$ cat src/rtl/run_ctrl.sv
// run_ctrl: run sequencer and dat_mem arbiter around the single-cycle core.
// While idle or done, the host owns dat_mem and the core is held in reset.
// On start the core runs, and its execution cycles are counted. When the core
// reports done, or the watchdog expires, there is one drain cycle, and then
// dat_mem returns to the host.
// Optional feature: define RUN_WDOG_EN to enable the MAX_CYC run watchdog.
module run_ctrl #(
  parameter int AW      = 8,
  parameter int DW      = 8,
  parameter int CW      = 16,
  parameter int MAX_CYC = 4096
) (
  input  logic          clk,
  input  logic          reset,
  input  logic          start,
  input  logic          host_we,
  input  logic [AW-1:0] host_addr,
  input  logic [DW-1:0] host_wdata,
  output logic [DW-1:0] host_rdata,
  output logic          host_gnt,
  input  logic          core_we,
  input  logic [AW-1:0] core_addr,
  input  logic [DW-1:0] core_wdata,
  output logic [DW-1:0] core_rdata,
  input  logic          core_done,
  output logic          core_rst,
  output logic          mem_we,
  output logic [AW-1:0] mem_addr,
  output logic [DW-1:0] mem_wdata,
  input  logic [DW-1:0] mem_rdata,
  output logic          busy,
  output logic          done,
  output logic          timeout,
  output logic [CW-1:0] cycle_cnt
);

  typedef enum logic [1:0] {IDLE, RUN, DRAIN, DONE} state_t;

  typedef struct packed {
    logic          we;
    logic [AW-1:0] addr;
    logic [DW-1:0] wdata;
  } mem_req_t;

  state_t   state, nxt;
  mem_req_t host_req, core_req, mem_req;
  logic     launch;
  logic     wdog_hit;

  assign launch = (state == IDLE || state == DONE) && start;

`ifdef RUN_WDOG_EN
  localparam logic [CW-1:0] WDOG_LIM = CW'(MAX_CYC - 1);

  // The watchdog only fires when the core did not finish in that same cycle.
  assign wdog_hit = (state == RUN) && !core_done && (cycle_cnt == WDOG_LIM);

  // The timeout flag is sticky until the next launch.
  always_ff @(posedge clk) begin
    if (!reset)        timeout <= 1'b0;
    else if (launch)   timeout <= 1'b0;
    else if (wdog_hit) timeout <= 1'b1;
  end
`else
  wire unused_cfg = (MAX_CYC == 0);
  assign wdog_hit = 1'b0;
  assign timeout  = 1'b0;
`endif

  // State register.
  always_ff @(posedge clk) begin
    if (!reset) state <= IDLE;
    else        state <= nxt;
  end

  // Next-state logic: a run ends on core_done or on a watchdog expiry.
  always_comb begin
    nxt = state;
    case (state)
      IDLE, DONE: if (start) nxt = RUN;
      RUN:        if (core_done || wdog_hit) nxt = DRAIN;
      DRAIN:      nxt = DONE;
      default:    nxt = IDLE;
    endcase
  end

  // Status outputs are registered from the next state, so they change in
  // step with the state register.
  always_ff @(posedge clk) begin
    if (!reset) begin
      core_rst <= 1'b1;
      host_gnt <= 1'b1;
      busy     <= 1'b0;
      done     <= 1'b0;
    end else begin
      core_rst <= (nxt != RUN);
      host_gnt <= (nxt == IDLE) || (nxt == DONE);
      busy     <= (nxt == RUN) || (nxt == DRAIN);
      done     <= (nxt == DONE);
    end
  end

  // The cycle counter clears on launch, then counts RUN cycles and
  // saturates at all-ones.
  always_ff @(posedge clk) begin
    if (!reset)
      cycle_cnt <= '0;
    else if (launch)
      cycle_cnt <= '0;
    else if (state == RUN && cycle_cnt != {CW{1'b1}})
      cycle_cnt <= cycle_cnt + 1'b1;
  end

  assign host_req = '{we: host_we, addr: host_addr, wdata: host_wdata};
  assign core_req = '{we: core_we, addr: core_addr, wdata: core_wdata};

  // Ownership mux. In DRAIN the core still drives address and data, but
  // no write happens; a host write during RUN is simply dropped.
  always_comb begin
    mem_req    = core_req;
    mem_req.we = 1'b0;
    if (host_gnt)           mem_req = host_req;
    else if (state == RUN)  mem_req = core_req;
  end

  assign mem_we     = mem_req.we;
  assign mem_addr   = mem_req.addr;
  assign mem_wdata  = mem_req.wdata;
  assign host_rdata = mem_rdata;
  assign core_rdata = mem_rdata;

endmodule

$ cat config.mk
export PLATFORM = sky130hd
export DESIGN_NAME = run_ctrl
export DESIGN_NICKNAME = d
export VERILOG_FILES = /design/src/rtl/run_ctrl.sv
export SDC_FILE = /design/constraint.sdc
export NUM_CORES = 1
export LEC_CHECK = 0
export CAP_MARGIN = 20
export CELL_PAD_IN_SITES_DETAIL_PLACEMENT = 1
export CELL_PAD_IN_SITES_GLOBAL_PLACEMENT = 1
export CORE_ASPECT_RATIO = 0.8
export CORE_MARGIN = 2
export CORE_UTILIZATION = 24
export CTS_CLUSTER_DIAMETER = 100
export DETAILED_ROUTE_END_ITERATION = 16
export GPL_TIMING_DRIVEN = 1
export HOLD_SLACK_MARGIN = 0.06
export PLACE_DENSITY = 0.84
export RECOVER_POWER = 50
export SYNTH_ARGS = -nofsm -noshare
export SYNTH_HDL_FRONTEND = slang
export SYNTH_SLANG_ARGS = --single-unit
$ cat constraint.sdc
create_clock -name clk -period 2.05 [get_ports clk]
set_input_delay 0.205 -clock clk [delete_from_list [all_inputs] [get_ports clk]]
set_output_delay 0.205 -clock clk [all_outputs]
set_load 0.02 [all_outputs]
==> results.tsv <==
stage	metric	value	unit
power_and_ir_drop	Int Pwr	1.111	mW
yosys	post-synthesis adder-cell area fraction	5.102	%
place	placer congestion estimate	0.7752	
worst_setup_path	critical-path maximum fanout	19	
yosys	Synth Warn #	0	
drt	Total Routed Length	4663	um
worst_setup_path	Top delay family on crit path	buffers and inverters	
worst_setup_path	Setup crit end kind	output port	
yosys	largest family of logic cells by synthesized area	simple AND/OR/NAND/NOR gates	
clock_tree	H-Tree Depth	1	
yosys	Post-Synth Simple-Gate Area	21.51	%
power_and_ir_drop	clock power share	18.5	%
place	Port Buf Inserts	74	
yosys	area share of xor/xnor cells in the synthesized design	0	%
floorplanning	Die Wd	91.54	um
final_layout	fillers	687	
clock_tree	Post-CTS Setup Bufs	0	
worst_setup_path	CP max-delay cell	clkdlybuf4s50_1	
timing	setup total negative slack	0	ns
yosys	mux cell area share after synthesis	12.93	%
worst_setup_path	Worst setup SP type	register	
yosys	top_reg_cell synth	dfxtp_1	
drt	Vias/cell	4.621	
worst_setup_path	CP Buf/Inv Count	2	
timing	Layout Skew	0.004076	ns
floorplanning	Die Area	0.006777	mm^2
timing	Final Setup Violations	0	
worst_setup_path	crit path cell chain	buf_4 > mux2_2 > clkdlybuf4s50_1	
final_layout	share of layout cells above drive strength 1	12.44	%
drt	DR iter-0 viols	29	
worst_setup_path	Setup crit start	host_gnt	
global_routing	global-route wire length before repair	7086	um
power_and_ir_drop	combinational power share	53.2	%
power_and_ir_drop	Pwr Density	794.8	mW/mm^2
yosys	Yosys cell types	38	
yosys	Yosys reg bits	22	
yosys	number of synthesized flops with an enable pin	0	
run_status	status	finished clean	
power_and_ir_drop	Max VDD drop	0.2522	mV
drt	via count	1414	
power_and_ir_drop	power share of the sequential group	28.3	%
yosys	largest cells by area after synthesis	dfxtp_1, mux2_2, buf_4	
timing	Max Clk Rate	509.7	MHz
floorplanning	Top-Level Pins	100	
final_layout	P&R area growth vs syn	51.53	%
global_routing	vias in the first global route	1403	
yosys	Post-synth ARST share	0	%
yosys	syn_nets	218	
global_routing	initial antenna violation count	0	
drt	antenna viol nets, final	0	
yosys	largest area contributor in the netlist	dfxtp_1	
clock_tree	worst skew pair latency	0.27	ns
timing	RSZ-0062 raised after global routing	false	
timing	min cycle time layout	1.962	ns
power_and_ir_drop	Pleak	0.8529	nW
yosys	synthesized area	0.001471	mm^2
final_layout	Final Core Density	37.71	%
timing	final hold vios	0	
floorplanning	core area	0.005912	mm^2
worst_setup_path	Setup Crit Path Kind	register to output port	
clock_tree	Clock transition at path regs	0.08	ns
timing	Tcrit/Tclk final	95.70	%
worst_setup_path	RR Startpoint	cycle_cnt[0]	
worst_setup_path	critical path arrival	1.76	ns
power_and_ir_drop	Switching Share	37.28	%
power_and_ir_drop	overall power	1.772	mW
drt	drt drc	0	
yosys	Synth top area share	29.93	%
final_layout	nets	278	
drt	wire length per cell	15.24	um
final_layout	ANT cells	0	
yosys	Mean Syn Cell Area	8.864	um^2
clock_tree	TritonCTS Buffers	3	
run	max_cap viols	0	
min_path	Worst Hold Class	primary input to output port	
worst_setup_path	crit-path max cell delay	0.54	ns
global_routing	GRT overflow	0	
floorplanning	Row Count	25	
clock_tree	clk root buf	clkbuf_8	
clock_tree	CTS tree	yes	
drt	Pre-antenna DRT Iters	5	
global_routing	largest net degree at the start of global routing	20	
yosys	compound-gate portion of the synthesized area	16.75	%
place	hpwl dp	3626	um
clock_tree	CTS max path bufs	2	
timing	Pins Over Slew Limit	0	
yosys	most common cell in the synthesized netlist	dfxtp_1	
worst_setup_path	critical path data required time	1.85	ns
global_routing	GRT Overall Usage	13.07	%
yosys	Post-Syn Instances	166	
floorplanning	Initial Util	24.89	%
power_and_ir_drop	sw power	0.6607	mW
yosys	proportion of synthesized chip area in sequential cells	29.93	%
floorplanning	Die Y	74.04	um
min_path	worst hold start	mem_rdata[3]	
timing	hold slack	0.4100	ns
clock_tree	clk sinks	22	
yosys	top cells by count, synth	dfxtp_1, buf_4, mux2_2	
## cell families (layout without fill, tap and decap cells)
kind of cell    after synthesis  in the layout
other cells                   1              1
flops                        22             22
fa+ha+maj                     6              6
simple gates                 53             53
mux                          17             17
buf+inv                      30             89
compound gates               37             37
## final timing paths
path                            cells after the start  slack, ns       endpoint
worst max-delay path                                3       0.09    mem_addr[5]
worst min-delay path                                0       0.41  core_rdata[3]
worst max register to register                      5       0.14   cycle_cnt[7]
worst min register to register                      1       0.52  cycle_cnt[10]
## state kept, by name, indices dropped and copies added, names as in the netlist
name / count
state: 2
busy: 1
done: 1
host_gnt: 1
core_rst: 1
cycle_cnt: 16
## cell usage in the layout, fill, tap and decap left out, types with 5 or more instances in the layout
master / n
a21oi_1: 10
buf_4: 5
clkdlybuf4s50_1: 55
dfxtp_1: 22
dlygate4sd3_1: 18
ha_1: 6
inv_1: 6
mux2_2: 16
nand2_1: 12
nor3_1: 5
o21ai_0: 6
## metrics by stage
step / setup slack (ns) / std cells / cell area [um^2]
2_1_floorplan: 0.1758 / 166 / 1471
3_3_place_gp: 0.2337 / 302 / 2175
3_5_place_dp: 0.1620 / 302 / 2175
4_1_cts: 0.07723 / 306 / 2228
5_1_grt: 0.01104 / 306 / 2230
6_report: 0.08811 / 306 / 2230
## routing by layer
metal	track usage, %	vias up	wire (um)
met5	0	-	0
met4	3.367	0	31
met3	4.559	5	241
met2	19.93	28	2227
met1	17.76	664	2161
li1	-	717	-
## repair_timing
| action | CTS | global route |
|---|---|---|
| hold buffers | 0 | 0 |
| endpoints found under the setup margin | 1 | 1 |
| cloned | 0 | 0 |
| resized for setup | 1 | 1 |
## worst reg2reg max path: cells and delay by family (launching register included)
| kind | cells | cell delay [ns] |
|---|---|---|
| DFF | 1 | 0.36 |
| and+or+nand+nor | 3 | 1.05 |
| AOI/OAI and AO/OA | 1 | 0.15 |
| adders and majority gates | 1 | 0.28 |
## power by group through the flow
stage,Clock [mW],Combinational [mW],Sequential [mW]
after floorplan,0,0.559,0.549
after global placement,0,0.937,0.511
after detailed placement,0,0.961,0.513
after CTS,0.338,0.963,0.503
after global routing,0.355,1.02,0.508
final,0.328,0.942,0.502
## cell type report
type / count / area, um^2 / share of cell area (%)
Clock buffer: 4 / 55.05 / 2.469
Inverter: 6 / 22.52 / 1.010
Multi-Input combinational cell: 114 / 833.3 / 37.37
Sequential cell: 22 / 440.4 / 19.75
Tap cell: 81 / 101.3 / 4.545
Timing Repair Buffer: 79 / 777.0 / 34.85
Power figures use the tool's default switching activity.
